[src/rtl/seg7_4digits_to_bin.sv]
// Four seven-segment codes in, one binary number out: each captured pattern is decoded
// to a BCD digit and folded into an accumulator with one multiply-by-10-and-add step per clock.
module seg7_4digits_to_bin #(
   parameter int N_in       = 7,
   parameter int N_out      = 14,
   parameter bit ACTIVE_LOW = 1'b1
) (
   input  logic              clk,
   input  logic              rst,
   input  logic [N_in-1:0]   D_mi,
   input  logic [N_in-1:0]   D_ce,
   input  logic [N_in-1:0]   D_de,
   input  logic [N_in-1:0]   D_un,
   input  logic              in_valid,
   output logic              in_ready,
   output logic [N_out-1:0]  bin_out,
   output logic [3:0]        err_digits,
   output logic              out_valid,
   input  logic              out_ready
);

   // Handshake: a transfer happens on a rising edge where valid and ready are both high.
   // in_ready is high only in IDLE; out_valid holds with stable data until out_ready is taken.
   typedef enum logic [1:0] {IDLE, ACC, DONE} state_t;

   state_t           state, state_next;
   logic [N_in-1:0]  code_q [4];
   logic [N_out-1:0] acc, acc_next, bin_q;
   logic [1:0]       idx;
   logic [3:0]       err_acc, err_next, err_q;
   logic             out_valid_q;

   logic [N_in-1:0]  cur_code, pat;
   logic [3:0]       cur_digit;
   logic             cur_bad;
   logic             accept, last_step, consume;

   always_comb begin
      state_next = state;
      accept     = 1'b0;
      last_step  = 1'b0;
      consume    = 1'b0;
      case (state)
         IDLE: begin
            if (in_valid) begin
               accept     = 1'b1;
               state_next = ACC;
            end
         end
         ACC: begin
            if (idx == 2'd3) begin
               last_step  = 1'b1;
               state_next = DONE;
            end
         end
         DONE: begin
            if (out_ready) begin
               consume    = 1'b1;
               state_next = IDLE;
            end
         end
         default: state_next = IDLE;
      endcase
   end

   // Index 0 is the thousands digit, so the most significant digit enters the accumulator first.
   always_comb begin
      cur_code  = code_q[idx];
      pat       = ACTIVE_LOW ? ~cur_code : cur_code;
      cur_digit = 4'd0;
      cur_bad   = 1'b0;
      case (pat)
         7'h3F: cur_digit = 4'd0;
         7'h06: cur_digit = 4'd1;
         7'h5B: cur_digit = 4'd2;
         7'h4F: cur_digit = 4'd3;
         7'h66: cur_digit = 4'd4;
         7'h6D: cur_digit = 4'd5;
         7'h7D: cur_digit = 4'd6;
         7'h07: cur_digit = 4'd7;
         7'h7F: cur_digit = 4'd8;
         7'h6F: cur_digit = 4'd9;
         7'h00: cur_digit = 4'd0;
         default: begin
            cur_digit = 4'd0;
            cur_bad   = 1'b1;
         end
      endcase
   end

   // err mask is {mi,ce,de,un}, so digit index k maps to bit 3-k.
   always_comb begin
      acc_next = (acc << 3) + (acc << 1) + {{(N_out-4){1'b0}}, cur_digit};
      err_next = err_acc;
      if (cur_bad) err_next[2'd3 - idx] = 1'b1;
   end

   always_ff @(posedge clk) begin
      if (rst) begin
         state       <= IDLE;
         acc         <= '0;
         idx         <= 2'd0;
         err_acc     <= 4'd0;
         bin_q       <= '0;
         err_q       <= 4'd0;
         out_valid_q <= 1'b0;
         for (int k = 0; k < 4; k++) code_q[k] <= '0;
      end else begin
         state <= state_next;
         if (accept) begin
            code_q[0] <= D_mi;
            code_q[1] <= D_ce;
            code_q[2] <= D_de;
            code_q[3] <= D_un;
            acc       <= '0;
            idx       <= 2'd0;
            err_acc   <= 4'd0;
         end
         if (state == ACC) begin
            acc     <= acc_next;
            err_acc <= err_next;
            idx     <= idx + 2'd1;
         end
         if (last_step) begin
            bin_q       <= acc_next;
            err_q       <= err_next;
            out_valid_q <= 1'b1;
         end
         if (consume) out_valid_q <= 1'b0;
      end
   end

   assign in_ready   = (state == IDLE);
   assign bin_out    = bin_q;
   assign err_digits = err_q;
   assign out_valid  = out_valid_q;

endmodule

[config.mk]
export PLATFORM = sky130hd
export DESIGN_NAME = seg7_4digits_to_bin
export DESIGN_NICKNAME = d
export VERILOG_FILES = /design/src/rtl/seg7_4digits_to_bin.sv
export SDC_FILE = /design/constraint.sdc
export NUM_CORES = 1
export LEC_CHECK = 0
export ABC_CLOCK_PERIOD_IN_PS = 7900
export BUFFER_PORTS_ARGS = -buffer_cell sky130_fd_sc_hd__buf_2
export CAP_MARGIN = 20
export CORE_MARGIN = 2
export CORE_UTILIZATION = 44
export CTS_BUF_LIST = sky130_fd_sc_hd__clkbuf_8
export CTS_CLUSTER_SIZE = 24
export DETAILED_ROUTE_END_ITERATION = 16
export GPL_ROUTABILITY_DRIVEN = 1
export MAX_ROUTING_LAYER = met4
export PLACE_DENSITY = 0.63
export REMOVE_ABC_BUFFERS = 1
export SYNTH_ARGS = -nofsm -noshare
export SYNTH_HDL_FRONTEND = slang
export SYNTH_SLANG_ARGS = --single-unit
[constraint.sdc]
create_clock -name clk -period 7.9 [get_ports clk]
set_clock_uncertainty 0.15 [all_clocks]
set_input_delay 1.185 -clock clk [delete_from_list [all_inputs] [get_ports clk]]
set_output_delay 1.185 -clock clk [all_outputs]
set_load 0.02 [all_outputs]
==> metrics, run 1 <==
TritonCTS clock tree yes; CTS H-tree depth 3; TritonCTS buffer count 9; post-CTS sizing 0; share of cells above drive strength 1 0.204; final instance area 0.00408 mm²; Period minus WS final 4.47 ns; yosys warns 0; hold buffer count at cts 0; CP bufs+invs 1; Post-synth EDFFs 28; measured slew at the worst slew-check pin 1.05 ns; Total Neg Setup Slack 0 ns; fmax 224 MHz; top_reg_cell synth dfxtp_1; Post-DRT Antenna Nets 0; library cells used by synthesis 49; worst min-delay path class reg2reg; final setup fails 0; hold violation count in the final report 0; diodes inserted 0; Initial Util 0.457; Area Overhead vs Synth 14.9%; Vias/cell 5.22; outcome finished clean; async set-reset flop share out of synthesis 0; worst-path cell chain mux4_4, or2_1, nor2_1, a21oi_1, nor3_1, o21ba_1, ha_1, ha_1, inv_1, fa_1, nor2b_1, o21ai_1, a21boi_1, o21ai_1, o21a_1, or4_1, nand3_1; RSZ-0062 raised after global routing false; Max VDD drop 86.1 µV; slowest CP cell mux4_4; GP Congestion 0.851; pre-CTS setup slack 3.45 ns; slowest stage delay, CP 0.77 ns; Routed WL 6.87 mm; initial DRC count 85; setup bufs post-CTS 0; Critical Path RT 8.04 ns; row count 32; Die Ht 93.9 µm; Worst-path clk slew 0.09 ns; worst-path fanout max 7; die width 93.9 µm; Fillers 726; power per cell area 190 mW/mm²; Root Driver clkbuf_8; Nets 453; Post-Synthesis Cells 344; sequential area share after synthesis 0.473; clock buffer depth 2; die area 0.00881 mm²; worst-skew pair later-pin latency 0.34 ns; vias in the first global route 2,531; placed cell areas 0.00388 mm²; Max-Cap Viols 0; Final Power 776 µW; Max Slew Vio Count 0; Core Box Area 0.00777 mm²; Setup Crit Path Kind reg2reg; Syn Area/Cell 10.3 µm²; commonest non-fill, non-tap cell in the layout buf_2; DR vias 2,610; leakage power 1.72 nW; Remaining DRCs 0; largest net degree at the start of global routing 47; min setup slack post-route 3.43 ns; startpoint types flop; GR Overflow Total 0; DP HPWL 4.79 mm; Synth Register Bits 70; CP Capture Type flop; clock sinks 70; worst endpoint data arrival time 4.62 ns; WL per Instance 13.7 µm; Worst path top cell family by delay simple AND/OR/NAND/NOR gates; Cell Area, Synth 0.00355 mm²; global-route wire length before repair 11.7 mm; Pre-antenna DRT Iters 4; Rel. slew slack 0.298; commonest non-fill, non-tap cells in the layout 51 x buf_2, 42 x dfxtp_1, 37 x nor2_1, 30 x nand2_1; IO Port Bufs 51; GRT Total Usage 0.175; initial antenna violation count 0; Final period util 0.566; Final Core Density 0.526; Ports 52
## cell families after synthesis
kind of cell / count (synthesis) / share of synthesized area
compound gates: 66 / 0.122
simple gates: 132 / 0.190
buf+inv: 27 / 0.0320
xor+xnor: 13 / 0.0320
mux: 8 / 0.0479
flops: 70 / 0.473
fa+ha+maj: 28 / 0.103
## cells in the mapped netlist, drive strengths merged (2+ instances only)
| library cell | n | area, µm² |
|---|---|---|
| clkbuf | 13 | 50.0 |
| o21a | 3 | 22.5 |
| nand3 | 2 | 10.0 |
| inv | 12 | 45.0 |
| mux4 | 7 | 160 |
| nand4b | 2 | 17.5 |
| a21o | 2 | 15.0 |
| o21ai | 7 | 35.0 |
| o22ai | 2 | 12.5 |
| a22o | 4 | 35.0 |
| and2 | 28 | 175 |
| a21boi | 2 | 15.0 |
| or4 | 3 | 22.5 |
| edfxtp | 28 | 841 |
| nand2b | 5 | 31.3 |
| a21oi | 22 | 110 |
| nor3 | 9 | 45.0 |
| nor2 | 38 | 143 |
| nand2 | 30 | 113 |
| buf | 2 | 18.8 |
| o31ai | 2 | 15.0 |
| dfxtp | 42 | 841 |
| or2b | 2 | 20.0 |
| ha | 26 | 325 |
| fa | 2 | 40.0 |
| nor2b | 3 | 21.3 |
| nor3b | 2 | 20.0 |
| a22oi | 11 | 82.6 |
| a211oi | 6 | 45.0 |
| xnor2 | 12 | 105 |
| nand3b | 5 | 37.5 |
## power breakdown
group          internal [mW]  switching, mW  leakage (nW)
Sequential             0.392        0.00807         0.642
Clock                  0.147          0.143        0.0996
Combinational         0.0380         0.0482         0.977
Total                  0.576          0.199          1.72
## tightest hold or removal path: stages (launching register included)
cell	delay (ns)
dfxtp_1	0.31
nand2_1	0.05
a21oi_1	0.05
## stage by stage
| stage | hold slack [ns] | std cells |
|---|---|---|
| after floorplan | 0.301 | 329 |
| after global placement | 0.290 | 484 |
| after detailed placement | 0.295 | 484 |
| after CTS | 0.305 | 500 |
| after global routing | 0.327 | 500 |
| final | 0.302 | 500 |
## path summary, 6_finish.rpt
check,start,to,slack [ns],cells past startpoint
min,bin_out[5]$_SDFFE_PP0P_,bin_out[5]$_SDFFE_PP0P_,0.30,2
max,flop,bin_out[12]$_SDFFE_PP0P_,3.43,17
min reg2reg,bin_out[5]$_SDFFE_PP0P_,bin_out[5]$_SDFFE_PP0P_,0.30,2
max reg2reg,flop,bin_out[12]$_SDFFE_PP0P_,3.43,17
## metal layers
metal | global-route usage | vias to the layer above | part of all wire
li1 | - | 1324 | -
met1 | 0.213 | 1212 | 0.46
met2 | 0.285 | 70 | 0.49
met3 | 0.0482 | 4 | 0.046
met4 | 0.0519 | 0 | 0.0074
met5 | - | - | 0
## state kept, by name, indices dropped and copies added (netlist names), named ones only
name and count:
err_digits 4, acc 13, state 2, code_q 28, idx 2, bin_out 14, out_valid 1, err_acc 4
## area by class of cell
class	count	area (µm²)	share of cell area
Inverter	12	45.0	0.0110
Clock inverter	7	73.8	0.0181
Timing Repair Buffer	53	270	0.0662
Sequential cell	70	1680	0.412
Clock buffer	9	124	0.0303
Tap cell	102	128	0.0313
Multi-Input combinational cell	247	1760	0.431
No activity file was read; power rests on OpenSTA's default activity.
==> run 2, diff against run 1 <==
ABC_CLOCK_PERIOD_IN_PS = 4510   (was 7900)
clock period = 4.51 ns   (was 7.9 ns; I/O delays follow)
==> metrics, run 2 (synthesis results as in run 1) <==
row count 32; Remaining DRCs 0; Final period util 0.921; GR Overflow Total 0; GRT Total Usage 0.178; Max-Cap Viols 0; Nets 455; Core Box Area 0.00777 mm²; clock sinks 70; measured slew at the worst slew-check pin 1.02 ns; commonest non-fill, non-tap cell in the layout buf_2; leakage power 1.72 nW; post-CTS sizing 0; worst-skew pair later-pin latency 0.35 ns; RSZ-0062 raised after global routing false; slowest CP cell mux4_2; Worst R2R End bin_out[12]$_SDFFE_PP0P_; Hold Path End bin_out[6]$_SDFFE_PP0P_; DR vias 2,542; number of flip-flops in the largest register 28; Post-DRT Antenna Nets 0; hold depth 2; R2R Setup Slk 0.36 ns; hold violation count in the final report 0; diodes inserted 0; Routed WL 6.86 mm; CTS H-tree depth 3; Initial Util 0.457; Critical Path RT 4.65 ns; Rel. slew slack 0.321; Ports 52; vias in the first global route 2,477; hold buffer count at cts 0; Pre-antenna DRT Iters 4; GP Congestion 0.856; largest net degree at the start of global routing 47; DP HPWL 4.94 mm; Fillers 707; hold_sp bin_out[6]$_SDFFE_PP0P_; worst-path cell chain buf_4, mux4_2, or2_1, nor2_1, a21oi_1, nor3_1, o21ba_1, ha_1, ha_1, inv_1, fa_1, nor2b_1, o21ai_1, a21boi_2, o21ai_1, o21a_1, or4_1, nand3_1; WL per Instance 13.7 µm; Worst-path clk slew 0.08 ns; worst-path fanout max 8; startpoint types flop; outcome finished clean; Total Neg Setup Slack 0 ns; Area Overhead vs Synth 15.4%; clock buffer depth 2; Max Slew Vio Count 0; Max VDD drop 168 µV; fmax 241 MHz; Reg2Reg Depth 18; setup bufs post-CTS 0; slowest stage delay, CP 0.59 ns; Vias/cell 5.06; initial antenna violation count 0; TritonCTS buffer count 9; worst endpoint data arrival time 4.29 ns; IO Port Bufs 51; Root Driver clkbuf_8; Setup Crit Path Kind reg2reg; die area 0.00881 mm²; die width 93.9 µm; CP Capture Type flop; share of cells above drive strength 1 0.208; initial DRC count 68; final setup fails 0; global-route wire length before repair 11.8 mm; Period minus WS final 4.15 ns; Final Core Density 0.528; commonest non-fill, non-tap cells in the layout 51 x buf_2, 42 x dfxtp_1, 37 x nor2_1, 30 x nand2_1; Die Ht 93.9 µm; power per cell area 331 mW/mm²; worst min-delay path class reg2reg; TritonCTS clock tree yes; Top reg by flops code_q
-- run 2: final cells by class --
type	instances	area, µm²	area share
multi-input combinational	247	1760	0.430
tap	102	128	0.0311
timing repair buffer	55	285	0.0696
clock inverter	7	73.8	0.0180
inverter	12	45.0	0.0110
sequential	70	1680	0.410
clock buffer	9	124	0.0302
-- run 2: critical path: cells and delay by family (launching register included) --
kind / cells / cell delay (ns)
buf+inv: 2 / 0.24
compound gates: 6 / 0.90
simple gates: 6 / 1.15
mux: 1 / 0.59
flops: 1 / 0.36
fa+ha+maj: 3 / 0.69
-- run 2: where the power goes --
group          total (mW)  switching, mW  internal, mW  leakage (nW)
clock               0.504          0.248         0.256        0.0895
sequential          0.698         0.0121         0.686         0.642
combinational       0.154         0.0859        0.0684         0.987
-- run 2: metrics by stage --
step	cells	setup slack [ns]	hold WS [ns]	power (mW)	cell area (µm²)
after detailed placement	486	0.340	0.296	0.868	3900
final	502	0.356	0.303	1.36	4100
after global placement	486	0.490	0.289	0.864	3900
after global routing	502	0.0260	0.326	1.42	4100
after CTS	502	0.292	0.306	1.37	4100
after floorplan	329	0.449	0.301	0.815	3480
-- run 2: routing by layer --
layer / part of all wire / global-route usage
met5: 0 / -
met4: 0.0082 / 0.0507
met1: 0.48 / 0.222
met2: 0.48 / 0.283
met3: 0.036 / 0.0530
-- run 2: worst max-delay path by stage --
stage	end	slack, ns	cells after the start
floorplan	bin_out[12]$_SDFFE_PP0P_	0.45	17
global placement	bin_out[12]$_SDFFE_PP0P_	0.49	13
detailed placement	bin_out[12]$_SDFFE_PP0P_	0.34	18
CTS	bin_out[12]$_SDFFE_PP0P_	0.29	18
global route	bin_out[12]$_SDFFE_PP0P_	0.03	18
finish	bin_out[12]$_SDFFE_PP0P_	0.36	18
